===== src/rtl/interval_arbiter.sv =====
`default_nettype none
// ============================================================================
// Module      : interval_arbiter
// Description : Round-robin owner of a shared CW-bit interval counter; runs
//               the granted requester for its latched duration, then pulses done.
// Revision    : 1.0 - initial release
// ============================================================================
module interval_arbiter #(
    parameter int NREQ = 4,
    parameter int CW   = 4
) (
    input  logic                 clk,
    input  logic                 rst_n,
    input  logic [NREQ-1:0]      req,
    input  logic [NREQ*CW-1:0]   dur,
    output logic [NREQ-1:0]      gnt,
    output logic [NREQ-1:0]      done,
    output logic                 busy,
    output logic                 cnt_en,
    output logic [CW-1:0]        count
);

    localparam int IW = $clog2(NREQ);

    typedef enum logic [1:0] {
        S_IDLE = 2'd0,
        S_RUN  = 2'd1,
        S_DONE = 2'd2
    } state_t;

    state_t          state_q;
    logic [IW-1:0]   owner_q;
    logic [IW-1:0]   ptr_q;
    logic [CW-1:0]   target_q;
    logic [CW-1:0]   count_q;
    logic [NREQ-1:0] gnt_q;
    logic [NREQ-1:0] done_q;
    logic            busy_q;
    logic            cnt_en_q;

    logic [IW:0]     cand;
    logic            arb_vld;
    logic [IW-1:0]   arb_idx;
    logic [IW:0]     ptr_sum;
    logic [IW-1:0]   ptr_d;
    logic            last_cycle;

    // Scan offsets high-to-low so the smallest offset from ptr wins.
    always_comb begin
        arb_vld = 1'b0;
        arb_idx = '0;
        cand    = '0;
        for (int i = NREQ - 1; i >= 0; i--) begin
            cand = {1'b0, ptr_q} + (IW+1)'(i);
            if (cand >= (IW+1)'(NREQ)) begin
                cand = cand - (IW+1)'(NREQ);
            end
            if (req[cand[IW-1:0]]) begin
                arb_vld = 1'b1;
                arb_idx = cand[IW-1:0];
            end
        end
    end

    always_comb begin
        ptr_sum = {1'b0, owner_q} + (IW+1)'(1);
        ptr_d   = (ptr_sum >= (IW+1)'(NREQ)) ? '0 : ptr_sum[IW-1:0];
    end

    // target of zero wraps through all 2^CW counts before matching.
    assign last_cycle = (count_q == (target_q - CW'(1)));

    always_ff @(posedge clk or negedge rst_n) begin
        if (!rst_n) begin
            state_q  <= S_IDLE;
            owner_q  <= '0;
            ptr_q    <= '0;
            target_q <= '0;
            count_q  <= '0;
            gnt_q    <= '0;
            done_q   <= '0;
            busy_q   <= 1'b0;
            cnt_en_q <= 1'b0;
        end else begin
            case (state_q)
                S_IDLE: begin
                    done_q <= '0;
                    if (arb_vld) begin
                        state_q  <= S_RUN;
                        owner_q  <= arb_idx;
                        target_q <= dur[arb_idx*CW +: CW];
                        count_q  <= '0;
                        gnt_q    <= {{(NREQ-1){1'b0}}, 1'b1} << arb_idx;
                        busy_q   <= 1'b1;
                        cnt_en_q <= 1'b1;
                    end
                end
                S_RUN: begin
                    if (last_cycle) begin
                        state_q  <= S_DONE;
                        count_q  <= '0;
                        gnt_q    <= '0;
                        cnt_en_q <= 1'b0;
                        done_q   <= {{(NREQ-1){1'b0}}, 1'b1} << owner_q;
                        ptr_q    <= ptr_d;
                    end else begin
                        count_q  <= count_q + CW'(1);
                    end
                end
                S_DONE: begin
                    state_q <= S_IDLE;
                    done_q  <= '0;
                    busy_q  <= 1'b0;
                end
                default: begin
                    state_q  <= S_IDLE;
                    gnt_q    <= '0;
                    done_q   <= '0;
                    busy_q   <= 1'b0;
                    cnt_en_q <= 1'b0;
                    count_q  <= '0;
                end
            endcase
        end
    end

    assign gnt    = gnt_q;
    assign done   = done_q;
    assign busy   = busy_q;
    assign cnt_en = cnt_en_q;
    assign count  = count_q;

endmodule
`default_nettype wire


===== config.mk =====
export PLATFORM = sky130hd
export DESIGN_NAME = interval_arbiter
export DESIGN_NICKNAME = d
export VERILOG_FILES = /design/src/rtl/interval_arbiter.sv
export SDC_FILE = /design/constraint.sdc
export NUM_CORES = 1
export LEC_CHECK = 0
export ABC_AREA = 1
export CELL_PAD_IN_SITES_DETAIL_PLACEMENT = 1
export CELL_PAD_IN_SITES_GLOBAL_PLACEMENT = 1
export CORE_MARGIN = 2
export CORE_UTILIZATION = 38
export CTS_CLUSTER_SIZE = 25
export DETAILED_ROUTE_END_ITERATION = 16
export PLACE_DENSITY_LB_ADDON = 0.1
export SLEW_MARGIN = 20
export SYNTH_ARGS = -nofsm -noshare
export SYNTH_HDL_FRONTEND = slang
export SYNTH_SLANG_ARGS = --single-unit

===== constraint.sdc =====
create_clock -name clk -period 3.4 [get_ports clk]
set_input_delay 0.51 -clock clk [delete_from_list [all_inputs] [get_ports clk]]
set_output_delay 0.51 -clock clk [all_outputs]
set_load 0.02 [all_outputs]

-- After elaboration in Yosys (flattened, before gate mapping)
Cells that the tools add are included.
- logic and storage cells: 81
- bits of input ports: 22
- bits in registers: 24
- mux-type cells: 36
- bitwise gates (word level): 2
- equal/unequal tests: 5
- add/sub/neg operators: 10
- magnitude comparators: 9
- shift-type cells: 3
- reduce and logical (&&, ||, !) cells: 7
- operator list (kind ; number):
    4-bit 2-to-1 mux ; 6
    4-bit one-hot mux with 3 select lines ; 2
    2-bit 2-to-1 mux ; 11
    16-bit by 5-bit indexed part select with 4-bit output ; 1
    3-bit greater-or-equal comparator, second input constant ; 4
    2-bit by 3-bit < comparator with 1-bit output, second input constant ; 4
    1-bit 2-to-1 mux ; 10
    2-bit AND reduction ; 5
    1-bit binary-select mux with 2-bit select ; 4
    1-bit by 2-bit left shift with 4-bit output, first input constant ; 2
    2-bit by 1-bit subtractor with 2-bit output, second input constant ; 4
    2-bit by 1-bit adder with 3-bit output, second input constant ; 2
    2-bit by 2-bit adder with 3-bit output, second input constant ; 2
    4-bit by 1-bit adder with 4-bit output, second input constant ; 1
    4-bit equality test ; 1
    2-bit != test, second input constant ; 2
    2-bit one-hot mux with 2 select lines ; 1
    4-bit by 1-bit subtractor with 4-bit output, second input constant ; 1
    2-bit by 3-bit greater-or-equal comparator with 1-bit output, second input constant ; 1
    1-bit one-hot mux with 3 select lines ; 1
    3-bit AND reduction ; 1
    2-bit by 1-bit equality test with 1-bit output, second input constant ; 1
    2-bit equality test, second input constant ; 1
    2-bit zero test ; 1
    2 further kinds ; 3

-- Logic depth before layout (Yosys ltp)
Gate-level depths: netlist (run 1).
- depth in word-level cells: 12
- gate-level depth with buffers: 15

-- Least setup slack after synthesis (run 1)
No wires, ideal clock.
- kind: register -> register
- from: register target_q[0]
- to: register gnt_q[0] (netlist: gnt[0])
- stages on the path, launching flop included: 11
- buffers on the path: 0
- clock period less this slack: 1.707 ns
- data arrival time: 1.631 ns
- required time: 3.324 ns
- library setup time: 0.076 ns
- path slack: 1.693 ns
- cells stage by stage: dfrtp_1 -> inv_1 -> ha_1 -> or2_2 -> nand4_1 -> nor2_1 -> nand2_1 -> nand2_1 -> nand2_1 -> nand2_1 -> o21ai_1
- word-level cells in the longest chain between the ends: 4
- ends and longest elaborated chain (what ; line ; RTL):
    start, declared ; 34 ; logic [CW-1:0] target_q;
    start signal, assigned ; 91 ; target_q <= dur[arb_idx*CW +: CW];
    4-bit by 1-bit subtractor with 4-bit output ; 71 ; assign last_cycle = (count_q == (target_q - CW'(1)));
    4-bit equality test ; 71 ;
    2-bit != test (no source line) ; n/a ;
    3-bit AND reduction (no source line) ; n/a ;
    end signal, assigned ; 93 ; gnt_q <= {{(NREQ-1){1'b0}}, 1'b1} << arb_idx;
    end, declared ; 36 ; logic [NREQ-1:0] gnt_q;
No other way between the ends.
A chain may end at the register's enable or synchronous reset.

-- Worst setup path in the final report (run 1)
- from: register target_q[0]
- to: register gnt_q[3] (netlist: gnt[3])
Same word-level chain as after synthesis.

==> results.sh, run 1 <==
export IMPL_seqPwrFrac_pct=26.8
export IMPL_fin_crit_ns=2.06
export IMPL_power_frac_clock_pct=9.6
export IMPL_grt_max_degree=25
export IMPL_final_common_cell="nand2_1"
export IMPL_synth_warnings=0
export IMPL_via_per_inst=4.76
export IMPL_final_max_slew_violation_count=0
export IMPL_wl_per_cell_um=12.5
export IMPL_die_x_um=67.5
export IMPL_synth_area_per_cell_sq_um=7.47
export IMPL_firstDrtPassIters=4
export IMPL_ir_worst_vdd_uv=414
export IMPL_initial_core_util_pct=38.8
export IMPL_worst_pin_slew_ns=0.546
export IMPL_yosys_area_share_simple_pct=38.8
export IMPL_vias=1389
export IMPL_setup_viol=0
export IMPL_cts_resized=0
export IMPL_antenna_found_initial=0
export IMPL_synth_area_sq_um=1530
export IMPL_cap_violations=0
export IMPL_p_int_mw=0.982
export IMPL_num_rows=23
export IMPL_finalHoldViolations=0
export IMPL_grt_overflow_total=0
export IMPL_ios=36
export IMPL_synthCells=205
export IMPL_cts_root_buf="clkbuf_8"
export IMPL_grt_busiest_layer="met2"
export IMPL_final_antenna_net_count=0
export IMPL_crit_type="reg2reg"
export IMPL_grt_pass1_vias=1438
export IMPL_core_area_sq_um=3940
export IMPL_synth_adder_area_share_pct=4.90
export IMPL_clkSlewWorstSetupHoldPaths_ns=0.08
export IMPL_worstHoldPathType="reg2reg"
export IMPL_area_delta_synth_final_pct=28.5
export IMPL_grt_pass1_wl_um=6190
export IMPL_fp_dieArea_sq_um=4550
export IMPL_multi_input_area_sq_um=806
export IMPL_port_buffers=35
export IMPL_rsz0062_at_grt="no"
export IMPL_ctsHoldBuffers=0
export IMPL_arrival_ns=2.25
export IMPL_clock_latency_ns=0.26
export IMPL_place_gp_congestion=0.830
export IMPL_layout_common_cells="nand2_1, clkdlybuf4s50_1, dfrtp_1, nand3_1, inv_1"
export IMPL_synth_area_leaders="dfrtp_1, nand2_1, nand3_1, ha_1, nand2_2"
export IMPL_use_met3_pct=1.50
export IMPL_seq_area_frac_synth_pct=39.2
export IMPL_critPathLaunchType="register"
export IMPL_skew_ns=0.00283
export IMPL_cp_slowest_cell="dfrtp_1"
export IMPL_p_sw_mw=1.01
export IMPL_synth_top_family_by_area="simple AND/OR/NAND/NOR gates"
export IMPL_grt_use_total_pct=17.9
export IMPL_p_comb_share_pct=63.5
export IMPL_tns_ns=0
export IMPL_maxSlewHeadroom_pct=63.5
export IMPL_synth_compound_area_share_pct=4.90
export IMPL_cts_sinks=24
export IMPL_worstSetupEndpointType="register"
export IMPL_layout_nets=271
export IMPL_wirelength_um=3650
export IMPL_outcome="completed"
export IMPL_period_share_pct=60.5
export IMPL_met2_usage_pct=32.5
export IMPL_synth_nets=233
export IMPL_synth_cell_types=24
export IMPL_drtIter0Drc=44
export IMPL_numCtsBuffers=3
export IMPL_n_fill_cell=495
export IMPL_regArea_sq_um=601
export IMPL_p_sw_share_pct=50.7
export IMPL_required_ns=3.59
export IMPL_hpwl_um=2870
export IMPL_use_met1_pct=22.1
export IMPL_path_common_cell="nand2_1"
export IMPL_synth_top_area_share_pct=39.2
export IMPL_cts_htree_levels=1
export IMPL_drive_gt1_share_pct=12.4
export IMPL_fin_util_pct=49.9
export IMPL_yosysTopAreaCell="dfrtp_1"
export IMPL_cts_buffer_depth=2
export IMPL_max_stage_delay_ns=0.44
export IMPL_pwr_density_cell_nw_per_um2=1010
export IMPL_cts_tree="done"
export IMPL_synth_seq_cells=24
export IMPL_cp_cell_sequence="inv_1, ha_1, or2_2, nand4_1, nor2_1, nand2_1, nand2_1, nand2_1, nand2_1, o21ai_1"
export IMPL_synth_xor_xnor_area_share_pct=4.00
export IMPL_diodes=0
export IMPL_p_leak_nw=1.00
export IMPL_drc_errors=0
export IMPL_post_cts_buffers=0
export IMPL_synth_mux_area_share_pct=0
export IMPL_crit_fanout=8
export IMPL_fmax_mhz=487
export IMPL_die_h_um=67.5
## registers in the layout (all words and copies together), names as in the netlist, 2 cells and up
signal / cells
owner_q: 2
state_q: 2
ptr_q: 2
target_q: 4
gnt: 4
count: 4
done: 4
## final timing paths
check | end | slack [ns] | cells past startpoint | startpoint
setup / recovery | gnt[3]$_DFFE_PN0P_ | 1.34 | 10 | target_q[0]$_DFFE_PN0P_
hold / removal | cnt_en$_DFFE_PN0P_ | 0.51 | 2 | cnt_en$_DFFE_PN0P_
setup reg to reg | gnt[3]$_DFFE_PN0P_ | 1.34 | 10 | target_q[0]$_DFFE_PN0P_
hold reg to reg | cnt_en$_DFFE_PN0P_ | 0.51 | 2 | cnt_en$_DFFE_PN0P_
max in group asynchronous | owner_q[1]$_DFFE_PN0P_ | 2.56 | 2 | rst_n
min in group asynchronous | state_q[1]$_DFFE_PN0P_ | 0.60 | 2 | rst_n
## cell usage after synthesis (all sizes together)
| master | number |
|---|---|
| nor2 | 2 |
| dfrtp | 24 |
| o21ai | 13 |
| nand2 | 95 |
| xor2 | 4 |
| a21oi | 2 |
| ha | 6 |
| xnor2 | 3 |
| nand3 | 24 |
| or2 | 2 |
| nand4 | 2 |
| nor3 | 1 |
| inv | 21 |
| clkinv | 2 |
| buf | 3 |
| nand3b | 1 |
## final cells by class
type                    instances  area share [%]
multi-input cells             155            40.9
flip-flops and latches         24            30.5
repair buffers                 36            18.2
inverters                      23            4.39
well taps                      50            3.18
clock buffers                   4            2.80
## critical path: cells and delay by family, from the launching register on
kind / cells / cell delay [ns]
AOI/OAI and AO/OA: 1 / 0.08
adders and majority gates: 1 / 0.32
buffers and inverters: 1 / 0.06
DFF: 1 / 0.44
and+or+nand+nor: 7 / 1.09
## metal layers
metal	routed length, um	vias up	share of wire, %
met5	0	-	0
met4	57	0	1.6
met3	105	5	2.9
met2	1810	34	50
met1	1670	635	46
li1	-	715	-
## per-stage QoR
step,std cells,cell area [sq um],total power [mW],setup slack (ns),hold slack [ns]
after floorplan,205,1530,1.50,1.69,0.214
after global routing,292,1970,2.21,1.10,0.542
final,292,1970,1.99,1.34,0.507
after detailed placement,288,1910,1.82,1.12,0.484
after CTS,292,1970,2.02,1.32,0.505
after global placement,288,1910,1.78,1.15,0.480
## power by group through the flow
stage / combinational (mW) / sequential, mW / clock (mW)
after floorplan: 0.936 / 0.568 / 0
after detailed placement: 1.28 / 0.538 / 0
after global placement: 1.25 / 0.531 / 0
after global routing: 1.45 / 0.555 / 0.207
final: 1.27 / 0.534 / 0.192
after CTS: 1.29 / 0.536 / 0.196
## cells by family after synthesis
family	Yosys count
adders and majority gates	6
xor gates and xnor gates	7
DFF	24
and+or+nand+nor	127
AOI/OAI and AO/OA	15
buffers and inverters	26
(Power assumes the default switching activity.)
==> run 2, diff against run 1 <==
--- a/config.mk
+++ b/config.mk
@@ -9,7 +9,7 @@
 export CELL_PAD_IN_SITES_DETAIL_PLACEMENT = 1
 export CELL_PAD_IN_SITES_GLOBAL_PLACEMENT = 1
 export CORE_MARGIN = 2
-export CORE_UTILIZATION = 38
+export CORE_UTILIZATION = 35
 export CTS_CLUSTER_SIZE = 25
 export DETAILED_ROUTE_END_ITERATION = 16
 export PLACE_DENSITY_LB_ADDON = 0.1
==> constraint.sdc (replaced) <==
create_clock -name clk -period 2.1 [get_ports clk]
set_input_delay 0.315 -clock clk [delete_from_list [all_inputs] [get_ports clk]]
set_output_delay 0.315 -clock clk [all_outputs]
set_load 0.02 [all_outputs]
==> run 2 against run 1 <==
- worst setup slack got worse by 1.1 ns
- combinational power rose by 72%
- critical path type unchanged
- flip-flop and latch count did not move
==> results.sh, run 2 (synthesis results as in run 1) <==
export IMPL_antenna_found_initial=0
export IMPL_r2r_setup_slack_ns=0.26
export IMPL_cts_buffer_depth=2
export IMPL_firstDrtPassIters=4
export IMPL_port_buffers=35
export IMPL_tns_ns=0
export IMPL_finalHoldViolations=0
export IMPL_final_antenna_net_count=0
export IMPL_ir_worst_vdd_uv=736
export IMPL_final_max_slew_violation_count=0
export IMPL_diodes=0
export IMPL_numCtsBuffers=3
export IMPL_vias=1370
export IMPL_skew_ns=0.00338
export IMPL_die_x_um=70.2
export IMPL_worst_pin_slew_ns=0.397
export IMPL_pwr_density_cell_nw_per_um2=1620
export IMPL_core_area_sq_um=4290
export IMPL_p_sw_mw=1.60
export IMPL_cts_htree_levels=1
export IMPL_p_sw_share_pct=48.9
export IMPL_drive_gt1_share_pct=15.3
export IMPL_fin_cells=301
export IMPL_ctsHoldBuffers=0
export IMPL_wirelength_um=3430
export IMPL_area_delta_synth_final_pct=32.6
export IMPL_critPathLaunchType="register"
export IMPL_rsz0062_at_grt="no"
export IMPL_place_gp_congestion=0.801
export IMPL_grt_max_degree=25
export IMPL_grt_overflow_total=0
export IMPL_worstHoldPathType="in2async"
export IMPL_p_total_mw=3.28
export IMPL_num_rows=24
export IMPL_cts_root_buf="clkbuf_8"
export IMPL_place_inst=297
export IMPL_via_per_inst=4.55
export IMPL_crit_fanout=8
export IMPL_grt_pass1_wl_um=6180
export IMPL_arrival_ns=1.98
export IMPL_initial_core_util_pct=35.7
export IMPL_worstSetupEndpointType="register"
export IMPL_grt_pass1_vias=1438
export IMPL_maxSlewHeadroom_pct=73.4
export IMPL_layout_nets=279
export IMPL_clkSlewWorstSetupHoldPaths_ns=0.08
export IMPL_cts_tree="done"
export IMPL_setup_viol=0
export IMPL_fp_dieArea_sq_um=4920
export IMPL_fin_crit_ns=1.84
export IMPL_fmax_mhz=543
export IMPL_grt_use_total_pct=15.3
export IMPL_ios=36
export IMPL_cap_violations=0
export IMPL_final_common_cell="nand2_1"
export IMPL_period_share_pct=87.7
export IMPL_cts_sinks=24
export IMPL_p_leak_nw=1.03
export IMPL_drtIter0Drc=28
export IMPL_drc_errors=0
export IMPL_layout_common_cells="nand2_1, clkdlybuf4s50_1, dfrtp_1, nand3_1, inv_1"
export IMPL_power_frac_clock_pct=8.0
export IMPL_clock_latency_ns=0.26
export IMPL_seqPwrFrac_pct=25.4
export IMPL_p_int_mw=1.68
export IMPL_die_h_um=70.2
export IMPL_wl_per_cell_um=11.4
export IMPL_required_ns=2.24
export IMPL_outcome="completed"
export IMPL_hpwl_um=2790
export IMPL_crit_type="reg2reg"
export IMPL_p_comb_share_pct=66.6
## run 2: cell count changes in the layout (fill, tap and decap cells not counted), sizes merged
cell / change
buf: +8
clkbuf: -1
## run 2: critical path: stages (launching register included)
cell,delay (ns)
dfrtp_1,0.42
inv_1,0.06
ha_1,0.31
or2_2,0.30
nand4_1,0.08
nor2_1,0.06
nand3_1,0.10
clkinv_1,0.19
nand3_1,0.12
o21ai_0,0.08
## run 2: per-stage QoR
stage                     cell area [sq um]  setup WS, ns  util (%)  hold WS, ns
after CTS                              2010         0.121      46.8        0.419
final                                  2030         0.257      47.3        0.414
after global routing                   2030        0.0344      47.3        0.423
after detailed placement               1970        0.0303      45.8        0.473
after global placement                 1970        0.0579      45.8        0.476
after floorplan                        1530         0.393         -       0.0194
## run 2: timing repair
item / 4_1_cts / 5_1_grt
endpoints found under the setup margin: 0 / 7
setup buffers: 0 / 1
resized for setup: 0 / 1
## run 2: power groups by stage
stage	clock [mW]	sequential, mW	combinational, mW
2_1_floorplan	0	0.920	1.52
3_3_place_gp	0	0.861	2.13
3_5_place_dp	0	0.861	2.17
4_1_cts	0.276	0.857	2.17
5_1_grt	0.291	0.868	2.51
6_report	0.263	0.834	2.19
## run 2: cell type report
cell class	count	area, sq um
inverters	23	86.3
multi-input cells	155	806
clock buffers	3	41.3
fillers	562	2260
flip-flops and latches	24	602
well taps	52	65.1
repair buffers	44	430
## run 2: layer usage
metal | global-route usage, % | share of wire, % | vias up | wire, um
met3 | 1.88 | 3.5 | 2 | 120
met5 | 0 | 0 | - | 0
met2 | 26.6 | 46 | 34 | 1580
li1 | - | - | 729 | -
met1 | 20.0 | 50 | 605 | 1700
met4 | 4.49 | 0.76 | 0 | 26
## run 2: final timing paths
path / endpoint / startpoint / cells after the start
setup / recovery: ptr_q[0]$_DFFE_PN0P_ / target_q[0]$_DFFE_PN0P_ / 9
hold / removal: done[0]$_DFFE_PN0P_ / rst_n / 2
setup reg to reg: ptr_q[0]$_DFFE_PN0P_ / target_q[0]$_DFFE_PN0P_ / 9
hold reg to reg: cnt_en$_DFFE_PN0P_ / cnt_en$_DFFE_PN0P_ / 2
max in group asynchronous: ptr_q[0]$_DFFE_PN0P_ / rst_n / 2
min in group clk: cnt_en$_DFFE_PN0P_ / cnt_en$_DFFE_PN0P_ / 2
